[config.mk]
export PLATFORM = sky130hd
export DESIGN_NAME = sqrt_datapath_flat
export DESIGN_NICKNAME = d
export VERILOG_FILES = /design/src/rtl/sqrt_pkg.sv /design/src/rtl/sqrt_datapath_if.sv /design/src/rtl/sqrt_step_alu.sv /design/src/rtl/sqrt_datapath.sv /design/src/flat_wrapper.sv
export SDC_FILE = /design/constraint.sdc
export NUM_CORES = 1
export LEC_CHECK = 0
export BUFFER_PORTS_ARGS = -buffer_cell sky130_fd_sc_hd__buf_2
export CORE_AREA = 8 8 79 81
export CTS_CLUSTER_DIAMETER = 100
export CTS_CLUSTER_SIZE = 8
export DETAILED_ROUTE_END_ITERATION = 10
export DIE_AREA = 0 0 87 89
export PLACE_DENSITY = 0.83
export SLEW_MARGIN = 20
export SYNTH_ARGS = -nofsm -noshare
export SYNTH_HDL_FRONTEND = slang
export SYNTH_SLANG_ARGS = --single-unit
[constraint.sdc]
create_clock -name clk -period 4.53 [get_ports clk]
set_input_delay 0.906 -clock clk [delete_from_list [all_inputs] [get_ports clk]]
set_output_delay 0.906 -clock clk [all_outputs]
set_load 0.01 [all_outputs]
[src/rtl/sqrt_pkg.sv]
// Shared widths and step-operation decoding for the digit-free integer square root datapath.
// The root is found by subtracting successive odd numbers 1, 3, 5, ... from the radicand.
package sqrt_pkg;

    localparam int WIDTH  = 16;
    localparam int ROOT_W = WIDTH / 2;
    localparam int ODD_W  = WIDTH / 2 + 2;
    localparam int REM_W  = WIDTH + 1;
    localparam int CNT_W  = WIDTH / 2 + 1;

    typedef enum logic [2:0] {
        OP_HOLD,
        OP_LOAD,
        OP_CAPTURE,
        OP_SUBTRACT,
        OP_INCREMENT
    } step_op_t;

    // A load always wins; without the pipe enable the step controls are don't-care.
    function automatic step_op_t decode_op(input logic wr_input,
                                           input logic en_pipe,
                                           input logic mux_root,
                                           input logic wr_square);
        step_op_t op;
        op = OP_HOLD;
        if (wr_input) begin
            op = OP_LOAD;
        end else if (en_pipe) begin
            if (mux_root) begin
                op = OP_CAPTURE;
            end else if (wr_square) begin
                op = OP_SUBTRACT;
            end else begin
                op = OP_INCREMENT;
            end
        end
        return op;
    endfunction

endpackage

[src/rtl/sqrt_datapath_if.sv]
// Control/data bundle between the square-root sequencer (master) and the datapath (slave).
interface sqrt_datapath_if #(
    parameter int WIDTH = sqrt_pkg::WIDTH
);

    logic [WIDTH-1:0]   data_i;
    logic               wr_input_i;
    logic               en_pipe_i;
    logic               wr_square_i;
    logic               mux_root_i;
    logic               N_o;
    logic [WIDTH/2-1:0] root_o;
    logic               root_valid_o;

    modport master (
        output data_i, wr_input_i, en_pipe_i, wr_square_i, mux_root_i,
        input  N_o, root_o, root_valid_o
    );

    modport slave (
        input  data_i, wr_input_i, en_pipe_i, wr_square_i, mux_root_i,
        output N_o, root_o, root_valid_o
    );

endinterface

[src/rtl/sqrt_step_alu.sv]
// Combinational next-value arithmetic for one iteration: remainder minus odd term,
// next odd term, and step count plus one.
module sqrt_step_alu #(
    parameter int WIDTH = sqrt_pkg::WIDTH
) (
    input  logic [WIDTH:0]     rem,
    input  logic [WIDTH/2+1:0] odd,
    input  logic [WIDTH/2:0]   cnt,
    output logic [WIDTH:0]     rem_next,
    output logic [WIDTH/2+1:0] odd_next,
    output logic [WIDTH/2:0]   cnt_next
);

    localparam int REM_BITS = WIDTH + 1;
    localparam int ODD_BITS = WIDTH / 2 + 2;
    localparam int CNT_BITS = WIDTH / 2 + 1;

    // The remainder is two's complement; its MSB becomes the "went negative" flag.
    assign rem_next = rem - REM_BITS'(odd);
    assign odd_next = odd + ODD_BITS'(2);
    assign cnt_next = cnt + CNT_BITS'(1);

endmodule

[src/rtl/sqrt_datapath.sv]
// Square-root datapath: holds remainder, odd term, step count and the captured root;
// an external sequencer steers it through load / subtract / increment / capture.
module sqrt_datapath #(
    parameter int WIDTH = sqrt_pkg::WIDTH
) (
    input  logic            clk,
    input  logic            rst_n,
    sqrt_datapath_if.slave  bus
);

    import sqrt_pkg::*;

    localparam int ROOT_BITS = WIDTH / 2;
    localparam int ODD_BITS  = WIDTH / 2 + 2;
    localparam int REM_BITS  = WIDTH + 1;
    localparam int CNT_BITS  = WIDTH / 2 + 1;

    logic [REM_BITS-1:0]  rem_q;
    logic [ODD_BITS-1:0]  odd_q;
    logic [CNT_BITS-1:0]  cnt_q;
    logic [ROOT_BITS-1:0] root_q;
    logic                 valid_q;

    logic [REM_BITS-1:0]  rem_next;
    logic [ODD_BITS-1:0]  odd_next;
    logic [CNT_BITS-1:0]  cnt_next;

    step_op_t op;

    sqrt_step_alu #(
        .WIDTH (WIDTH)
    ) u_alu (
        .rem      (rem_q),
        .odd      (odd_q),
        .cnt      (cnt_q),
        .rem_next (rem_next),
        .odd_next (odd_next),
        .cnt_next (cnt_next)
    );

    always_comb begin
        op = decode_op(bus.wr_input_i, bus.en_pipe_i, bus.mux_root_i, bus.wr_square_i);
    end

    // The step count overshoots the root by one, since N only rises on the first failing subtract.
    always_ff @(posedge clk or negedge rst_n) begin
        if (!rst_n) begin
            rem_q   <= '0;
            odd_q   <= ODD_BITS'(1);
            cnt_q   <= '0;
            root_q  <= '0;
            valid_q <= 1'b0;
        end else begin
            case (op)
                OP_LOAD: begin
                    rem_q   <= REM_BITS'(bus.data_i);
                    odd_q   <= ODD_BITS'(1);
                    cnt_q   <= '0;
                    valid_q <= 1'b0;
                end
                OP_CAPTURE: begin
                    root_q  <= ROOT_BITS'(cnt_q - CNT_BITS'(1));
                    valid_q <= 1'b1;
                end
                OP_SUBTRACT: begin
                    rem_q <= rem_next;
                    cnt_q <= cnt_next;
                end
                OP_INCREMENT: begin
                    odd_q <= odd_next;
                end
                default: begin
                end
            endcase
        end
    end

    assign bus.N_o          = rem_q[REM_BITS-1];
    assign bus.root_o       = root_q;
    assign bus.root_valid_o = valid_q;

endmodule

[src/flat_wrapper.sv]
// flat-port wrapper written by rule: the top's interface ports become plain ports
module sqrt_datapath_flat import sqrt_pkg::*;
#(
    parameter int WIDTH = sqrt_pkg::WIDTH
)
  (clk, rst_n, bus_data_i, bus_wr_input_i, bus_en_pipe_i, bus_wr_square_i, bus_mux_root_i, bus_N_o, bus_root_o, bus_root_valid_o);
  sqrt_datapath_if #(.WIDTH(WIDTH)) bus_i ();
  input  logic clk;
  input  logic rst_n;
  input wire logic [$bits(bus_i.data_i)-1:0] bus_data_i;
  input wire logic [$bits(bus_i.wr_input_i)-1:0] bus_wr_input_i;
  input wire logic [$bits(bus_i.en_pipe_i)-1:0] bus_en_pipe_i;
  input wire logic [$bits(bus_i.wr_square_i)-1:0] bus_wr_square_i;
  input wire logic [$bits(bus_i.mux_root_i)-1:0] bus_mux_root_i;
  output wire logic [$bits(bus_i.N_o)-1:0] bus_N_o;
  output wire logic [$bits(bus_i.root_o)-1:0] bus_root_o;
  output wire logic [$bits(bus_i.root_valid_o)-1:0] bus_root_valid_o;
  assign bus_i.data_i = bus_data_i;
  assign bus_i.wr_input_i = bus_wr_input_i;
  assign bus_i.en_pipe_i = bus_en_pipe_i;
  assign bus_i.wr_square_i = bus_wr_square_i;
  assign bus_i.mux_root_i = bus_mux_root_i;
  assign bus_N_o = bus_i.N_o;
  assign bus_root_o = bus_i.root_o;
  assign bus_root_valid_o = bus_i.root_valid_o;
  sqrt_datapath #(.WIDTH(WIDTH)) u_core (.clk(clk), .rst_n(rst_n), .bus(bus_i));
endmodule
* Word level (Yosys, flattened, before mapping)
Cells that the tools add are included.
Storage, ports and cells: register bits after elaboration 45
Operators by class: reduce and logical (&&, ||, !) cells 3, equal/unequal tests 4, mux-type cells 8, $add $sub $neg 4
Operator list (number):
- $pmux 17 s2 | 1
- $pmux 10 s2 | 1
- $pmux 9 s2 | 1
- $sub 17x10->17 | 1
- $mux 3 | 4
- $add 10x2->10 const B | 1
- $add 9x1->9 const B | 1
- $sub 8x1->8 const B | 1
- $eq 3x2->1 const B | 2
- $reduce_bool 2->1 | 3
- $eq 3x1->1 const B | 1
- $eq 3x3->1 const B | 1
- $pmux 1 s2 | 1

* Logic depth before layout (Yosys ltp)
Gate-level depths: netlist (run 1).
depth in word-level cells 6, mapped depth 8

* Modules after synthesis
A second synthesis (run 1) with hierarchy kept.
Second synthesis, totals: cell total of the unflattened synthesis 332, area total of the unflattened synthesis 2911.5 µm²
By module, submodules not included:
- sqrt_datapath | cells each 206, instances 1, area each 1996.9 µm²
- sqrt_step_alu | cells each 126, instances 1, area each 914.6 µm²

* Least setup slack after synthesis (run 1)
OpenSTA, ideal clock, no wires.
path type input port to flip-flop, start input bus_mux_root_i, end register u_core.rem_q[15], buffers on the path 0, path slack 2.242 ns, stages on the path 4, arrival time 2.164 ns, data required time 4.406 ns, cell sequence nand3b_2 or4b_4 o31a_1 o31a_1
Between the ends: longest elaborated chain between the ends 5
Ends and longest elaborated chain:
- from (decl) | RTL line flat_wrapper.sv:14 | input wire logic [$bits(bus_i.mux_root_i)-1:0] bus_mux_root_i;
- $mux 3 * | RTL line sqrt_pkg.sv:29 | if (mux_root) begin
- $mux 3 * | RTL line sqrt_pkg.sv:28 | end else if (en_pipe) begin
- $mux 3 * | RTL line sqrt_pkg.sv:26 | if (wr_input) begin
- $eq 3x2->1 / $eq 3x1->1 (equally long branches) | RTL line sqrt_datapath.sv:54 | case (op)
- $pmux 17 s2 / $reduce_bool 2->1 (equally long branches)
- to (signal assigned) | RTL line sqrt_datapath.sv:56 | rem_q <= REM_BITS'(bus.data_i);
- to (signal assigned) | RTL line sqrt_datapath.sv:66 | rem_q <= rem_next;
- to (decl) | RTL line sqrt_datapath.sv:18 | logic [REM_BITS-1:0] rem_q;
Every way passes the cells marked *; elsewhere a longest branch is shown, timed or not. A chain may end at the register's enable or synchronous reset.

* Final worst setup path (run 1)
start input bus_mux_root_i, end register u_core.rem_q[16]
The elaborated chain is that of the path after synthesis.

==> metrics.yaml, run 1 <==
synth:
  synth_top_area_cell: "dfrtp_1"
  ys_ff_latch: 44
  ys_async_sr_fraction_pct: 100.0
  yosys.area.top_type_share_pct: 40.36
  synth_area_per_cell_sq_um: 8.858
  syn-instance-count: 301
  synth_ff_type: "dfrtp_1"
  synth_nets: 337
  ys_warn_count: 0
  synth_cell_types: 49
  synth-edff-count: 0
  synth_area_leaders: "dfrtp_1, xnor2_1, ha_1"
  syn_area_sq_um: 2666
  ys_seq_area_share_pct: 41.34
place:
  place_inst: 392
  pre_cts_slack_ns: 1.796
  gp_congestion: 0.8713
  io_buffers: 31
  place_area_sq_um: 2870
  detailed_place_hpwl_um: 4074
routing:
  via_per_inst: 5.420
  drtPass1Iterations: 5
  totalWireLength_um: 5634
  avgRoutedWirePerCell_um: 14.09
  num_vias: 2168
  first_iter_violations: 173
  antenna_left: 0
  drcViolationCount: 0
critical_path:
  cp.arrival_ns: 2.61
  path_max_fanout: 19
  endpoint_kind: "flop"
  critPathKind: "in -> reg"
  required_ns: 4.70
  critPathLaunchType: "input port"
  reg2reg_depth: 7
clock_network:
  cts_hold_buffers: 0
  cts_buffers: 5
  cts_tree: "built"
  clock_sinks: 44
  path_clk_slew_ns: 0.08
  h-tree-depth: 2
  clk-insertion-delay-late_ns: 0.30
  root_buffer: "clkbuf_8"
  cts_resized: 0
  clock_path_buffers: 2
  postCtsSetupBuffers: 0
sta:
  finalHoldViolations: 0
  finalSetupTns_ns: 0
  relSlewSlack_pct: 48.75
  fmax_mhz: 410.5
  max_slew.worst_pin.slew_ns: 0.7642
  post-route-min-period_ns: 2.436
  slew_violations: 0
  skew_ns: 0.003899
  final-setup-viol-count: 0
  rsz0062_at_grt: "no"
  worst_slack_ns: 2.094
  fin_crit_sh_pct: 53.78
power:
  peakVddDrop_v: 0.0002145
  power.total_mw: 1.064
  power_density_nw_per_um2: 351.1
  leakage_nw: 1.352
floorplanning:
  rows: 26
  start_util_pct: 53.57
  fp.dieW_um: 87
  core_sq_um: 4977
  dieHeight_um: 89
  pin_count: 32
  die_area_sq_um: 7743
layout:
  drive_gt1_share_pct: 14.85
  syn_to_final_growth_pct: 13.70
  stdcell_area_sq_um: 3032
  antenna_cells: 0
  num-nets-final: 365
  instances_no_fill: 400
global_routing:
  grt_pass1_vias: 2148
  grt_overflow: 0
  met3_usage_pct: 3.309
  grt_pass1_wl_um: 9611
  top_usage_layer: "met2"
  track_usage_pct: 15.55
  antenna_found_initial: 0
  use_met1_pct: 18.90
  grt_max_degree: 50
  grt.met2_usage_pct: 26.72
flow_run:
  cap_viol_max_count: 0
hold_path:
  hold_path_class: "reg -> reg"
  hold_depth: 2
status:
  status: "finished, final reports clean"
==> state kept, by name, indices dropped and copies added (netlist names) <==
name,count
u_core.bus.root_valid_o,1
u_core.odd_q,10
u_core.bus.root_o,8
u_core.rem_q,17
u_core.cnt_q,8
==> cells in the final DEF, fill, tap and decap left out, types with 5 or more instances in the layout <==
| master | synthesis | layout |
|---|---|---|
| ha_1 | 13 | 13 |
| nor2_1 | 28 | 28 |
| xnor2_1 | 20 | 20 |
| nand2_1 | 35 | 35 |
| and3_1 | 6 | 6 |
| xor2_1 | 9 | 9 |
| clkbuf_8 | 0 | 5 |
| inv_1 | 16 | 16 |
| dfrtp_1 | 43 | 43 |
| nor3_1 | 8 | 8 |
| o21ai_0 | 27 | 27 |
| nand3_1 | 7 | 7 |
| buf_2 | 1 | 30 |
| a21oi_1 | 21 | 21 |
==> critical path: stages <==
cell	delay, ns
buf_2	0.12
nand3b_2	0.45
or4b_4	0.62
nor4_2	0.31
xnor2_1	0.15
nor2_1	0.05
==> power by group <==
group	internal, mW	switching, mW
Clock	0.276	0.134
Sequential	0.423	0.0223
Combinational	0.0870	0.122
Total	0.786	0.279
==> metal layers <==
metal / wire, um / part of all wire, %
met1: 2697 / 48
met2: 2629 / 47
met3: 228 / 4.0
met4: 78 / 1.4
met5: 0 / 0
==> cells in the mapped netlist, types with 2 or more instances <==
cell and n:
a211oi_1 3, a21o_1 3, a21oi_1 21, and3_1 6, clkbuf_1 9, dfrtp_1 43, ha_1 13, inv_1 16
mux2i_1 2, nand2_1 35, nand2b_1 4, nand3_1 7, nand4_1 4, nor2_1 28, nor2b_1 4, nor3_1 8
nor4_1 4, o21a_1 4, o21ai_0 27, o31a_1 2, or3_1 3, xnor2_1 20, xor2_1 9
==> path summary, 6_finish.rpt <==
check / slack, ns / to / from
max: 2.09 / u_core.rem_q[16] / bus_mux_root_i
min: 0.49 / u_core.bus.root_o[6] / u_core.bus.root_o[6]
max reg2reg: 2.13 / u_core.rem_q[14] / u_core.odd_q[0]
min reg2reg: 0.49 / u_core.bus.root_o[6] / u_core.bus.root_o[6]
max in group asynchronous: 3.56 / u_core.rem_q[14] / rst_n
min in group asynchronous: 0.59 / u_core.rem_q[2] / rst_n
==> area by class of cell <==
type | count | area, sq um
Inverter | 16 | 60.06
Clock inverter | 3 | 90.09
Tap cell | 70 | 87.58
Sequential cell | 44 | 1102
Fill cell | 425 | 1946
Clock buffer | 5 | 68.82
Multi-Input combinational cell | 230 | 1458
Timing Repair Buffer | 32 | 165.2
==> kinds of logic (layout without fill, tap and decap cells) <==
group,after synthesis,count (layout),share of synthesized area [%]
xor gates and xnor gates,29,29,9.526
and+or+nand+nor,117,117,22.76
DFF,44,44,41.34
AOI/OAI and AO/OA,68,68,14.78
buffers and inverters,27,56,3.989
muxes,2,2,0.7509
adders and majority gates,14,14,6.851
==> metrics by stage <==
stage	utilization (%)	hold slack (ns)
after floorplan	-	0.5162
after global placement	57.67	0.4566
after detailed placement	57.67	0.4683
after CTS	60.86	0.4879
after global routing	60.91	0.5177
final	60.91	0.4853
Note: power is estimated with default switching activity, not from simulation.
==> run 2, diff against run 1 <==
--- a/config.mk
+++ b/config.mk
@@ -6,11 +6,11 @@
 export NUM_CORES = 1
 export LEC_CHECK = 0
 export BUFFER_PORTS_ARGS = -buffer_cell sky130_fd_sc_hd__buf_2
-export CORE_AREA = 8 8 79 81
+export CORE_AREA = 8 8 81 83
 export CTS_CLUSTER_DIAMETER = 100
 export CTS_CLUSTER_SIZE = 8
 export DETAILED_ROUTE_END_ITERATION = 10
-export DIE_AREA = 0 0 87 89
+export DIE_AREA = 0 0 89 91
 export PLACE_DENSITY = 0.83
 export SLEW_MARGIN = 20
 export SYNTH_ARGS = -nofsm -noshare
==> constraint.sdc (replaced) <==
create_clock -name clk -period 2.03 [get_ports clk]
set_input_delay 0.406 -clock clk [delete_from_list [all_inputs] [get_ports clk]]
set_output_delay 0.406 -clock clk [all_outputs]
set_load 0.01 [all_outputs]
==> metrics.yaml, run 2 (same netlist as run 1, synthesis figures left out) <==
layout:
  regMostFlops: "u_core.rem_q"
  num-fill-cells: 494  # +16%
  antenna_cells: 0  # unchanged
  final_cell_mix: "dfrtp_1, nand2_1, buf_2"
  num-nets-final: 384  # +5.2%
  drive_gt1_share_pct: 24.07  # +9.2 points
  final_common_cell: "dfrtp_1"
  largest_register_ffs: 17  # unchanged
  reg_top3: "u_core.rem_q (17), u_core.odd_q (10)"
  syn_to_final_growth_pct: 20.65
global_routing:
  grt_pass1_wl_um: 10360  # +7.8%
  antenna_found_initial: 0  # unchanged
  grt_max_degree: 45  # -10%
  grt_overflow: 0  # unchanged
  track_usage_pct: 15.94  # +0.38 points
  grt_pass1_vias: 2312  # +7.6%
clock_network:
  cts_tree: "built"
  path_clk_slew_ns: 0.09  # about the same
  clock_sinks: 44  # unchanged
  clock_path_buffers: 2  # unchanged
  cts_hold_buffers: 0  # unchanged
  h-tree-depth: 2  # unchanged
  cts_buffers: 5  # unchanged
  root_buffer: "clkbuf_8"
  clk-insertion-delay-late_ns: 0.30  # about the same
sta:
  skew_ns: 0.01096  # +0.007057 ns
  post-route-min-period_ns: 2.026
  final-setup-viol-count: 0  # unchanged
  fmax_mhz: 493.7
  max_slew.worst_pin.slew_ns: 0.5609  # -0.2032 ns
  slew_violations: 0  # unchanged
  finalSetupTns_ns: 0  # unchanged
  fin_crit_sh_pct: 99.78
  relSlewSlack_pct: 62.60  # +14 points
  rsz0062_at_grt: "yes"
  finalHoldViolations: 0  # unchanged
floorplanning:
  die_area_sq_um: 8099  # +4.6%
  rows: 27  # +3.8%
  dieHeight_um: 91  # +2.2%
  core_sq_um: 5338  # +7.2%
  start_util_pct: 49.95  # -3.6 points
  fp.dieW_um: 89  # +2.3%
  pin_count: 32  # unchanged
routing:
  num_vias: 2345  # +8.2%
  drcViolationCount: 0  # unchanged
  totalWireLength_um: 6326  # +12%
  antenna_left: 0  # unchanged
  first_iter_violations: 172  # -0.58%
  via_per_inst: 5.570  # +2.8%
  drtPass1Iterations: 4  # -1
  avgRoutedWirePerCell_um: 15.03  # +6.7%
critical_path:
  critPathKind: "reg -> reg"
  regToRegSetupSlack_ns: 0.004  # -2.13 ns
  critPathLaunchType: "flop"
  cp.arrival_ns: 2.21  # -0.40 ns
  path_max_fanout: 4  # -15
  required_ns: 2.21  # -2.49 ns
  endpoint_kind: "flop"
place:
  gp_congestion: 0.8983  # +3.1%
  io_buffers: 31  # unchanged
  detailed_place_hpwl_um: 4567  # +12%
hold_path:
  hold_path_class: "in -> async"
status:
  status: "finished, final reports clean"
flow_run:
  cap_viol_max_count: 0  # unchanged
power:
  leakage_nw: 1.429  # +5.7%
  peakVddDrop_v: 0.0003893  # +81%
  power.total_mw: 2.219  # +110%
  power_density_nw_per_um2: 689.9  # +97%
==> run 2: changes by cell type in the layout (fill, tap and decap cells not counted), sizes merged <==
cell | previous run | this run
bufinv | 3 | 1
buf | 32 | 51
clkinv | 0 | 1
clkbuf | 5 | 6
==> run 2: repair_timing <==
action | 4_1_cts | 5_1_grt
buffers inserted | 0 | 4
endpoints found under the setup margin | 4 | 10
gates cloned | 0 | 0
pin swaps | 1 | 5
resized for setup | 0 | 21
==> run 2: final cells by class <==
type	instances	area (sq um)	area share (%)
clock buffers	6	72.57	2.256
inverters	16	60.06	1.867
clock inverters	2	35.03	1.089
flip-flops and latches	44	1105	34.34
repair buffers	51	305.3	9.490
well taps	72	90.09	2.800
multi-input cells	230	1549	48.15
==> run 2: through the flow <==
stage	hold WS, ns	instance area (sq um)	utilization (%)	setup slack (ns)	instances
after floorplan	0.1104	2666	-	0.01890	301
after global placement	0.4561	2985	55.93	0.002593	409
after detailed placement	0.4684	2985	55.93	-0.1002	409
after CTS	0.1935	3093	57.95	-0.01160	417
after global routing	0.2204	3217	60.27	-0.02960	421
final	0.1618	3217	60.27	0.004371	421
==> run 2: worst max-delay path, cell delays in order, from the launching register on <==
cell,delay [ns]
dfrtp_1,0.40
inv_1,0.15
ha_4,0.24
o211ai_1,0.31
a211oi_2,0.08
buf_4,0.17
buf_4,0.14
nor4_4,0.22
xnor2_1,0.15
nor2_1,0.05
==> run 2: power breakdown <==
group | switching, mW | total [mW] | internal (mW)
clock | 0.298 | 0.664 | 0.365
sequential | 0.0515 | 0.996 | 0.945
combinational | 0.313 | 0.559 | 0.246
total | 0.663 | 2.22 | 1.56
==> run 2: worst paths after layout <==
check | depth (start not counted) | from | endpoint
worst max-delay path | 9 | u_core.odd_q[3] | u_core.rem_q[16]
worst min-delay path | 2 | rst_n | u_core.rem_q[1]
worst max register to register | 9 | u_core.odd_q[3] | u_core.rem_q[16]
worst min register to register | 2 | u_core.bus.root_o[5] | u_core.bus.root_o[5]
max in group asynchronous | 2 | rst_n | u_core.odd_q[1]
min in group clk | 2 | bus_data_i[3] | u_core.rem_q[3]
==> run 2: per-layer routing <==
metal	track usage, %	wire length, um
met5	0	0
met2	26.90	3136
met4	5.825	98
met1	19.23	2699
met3	3.333	392
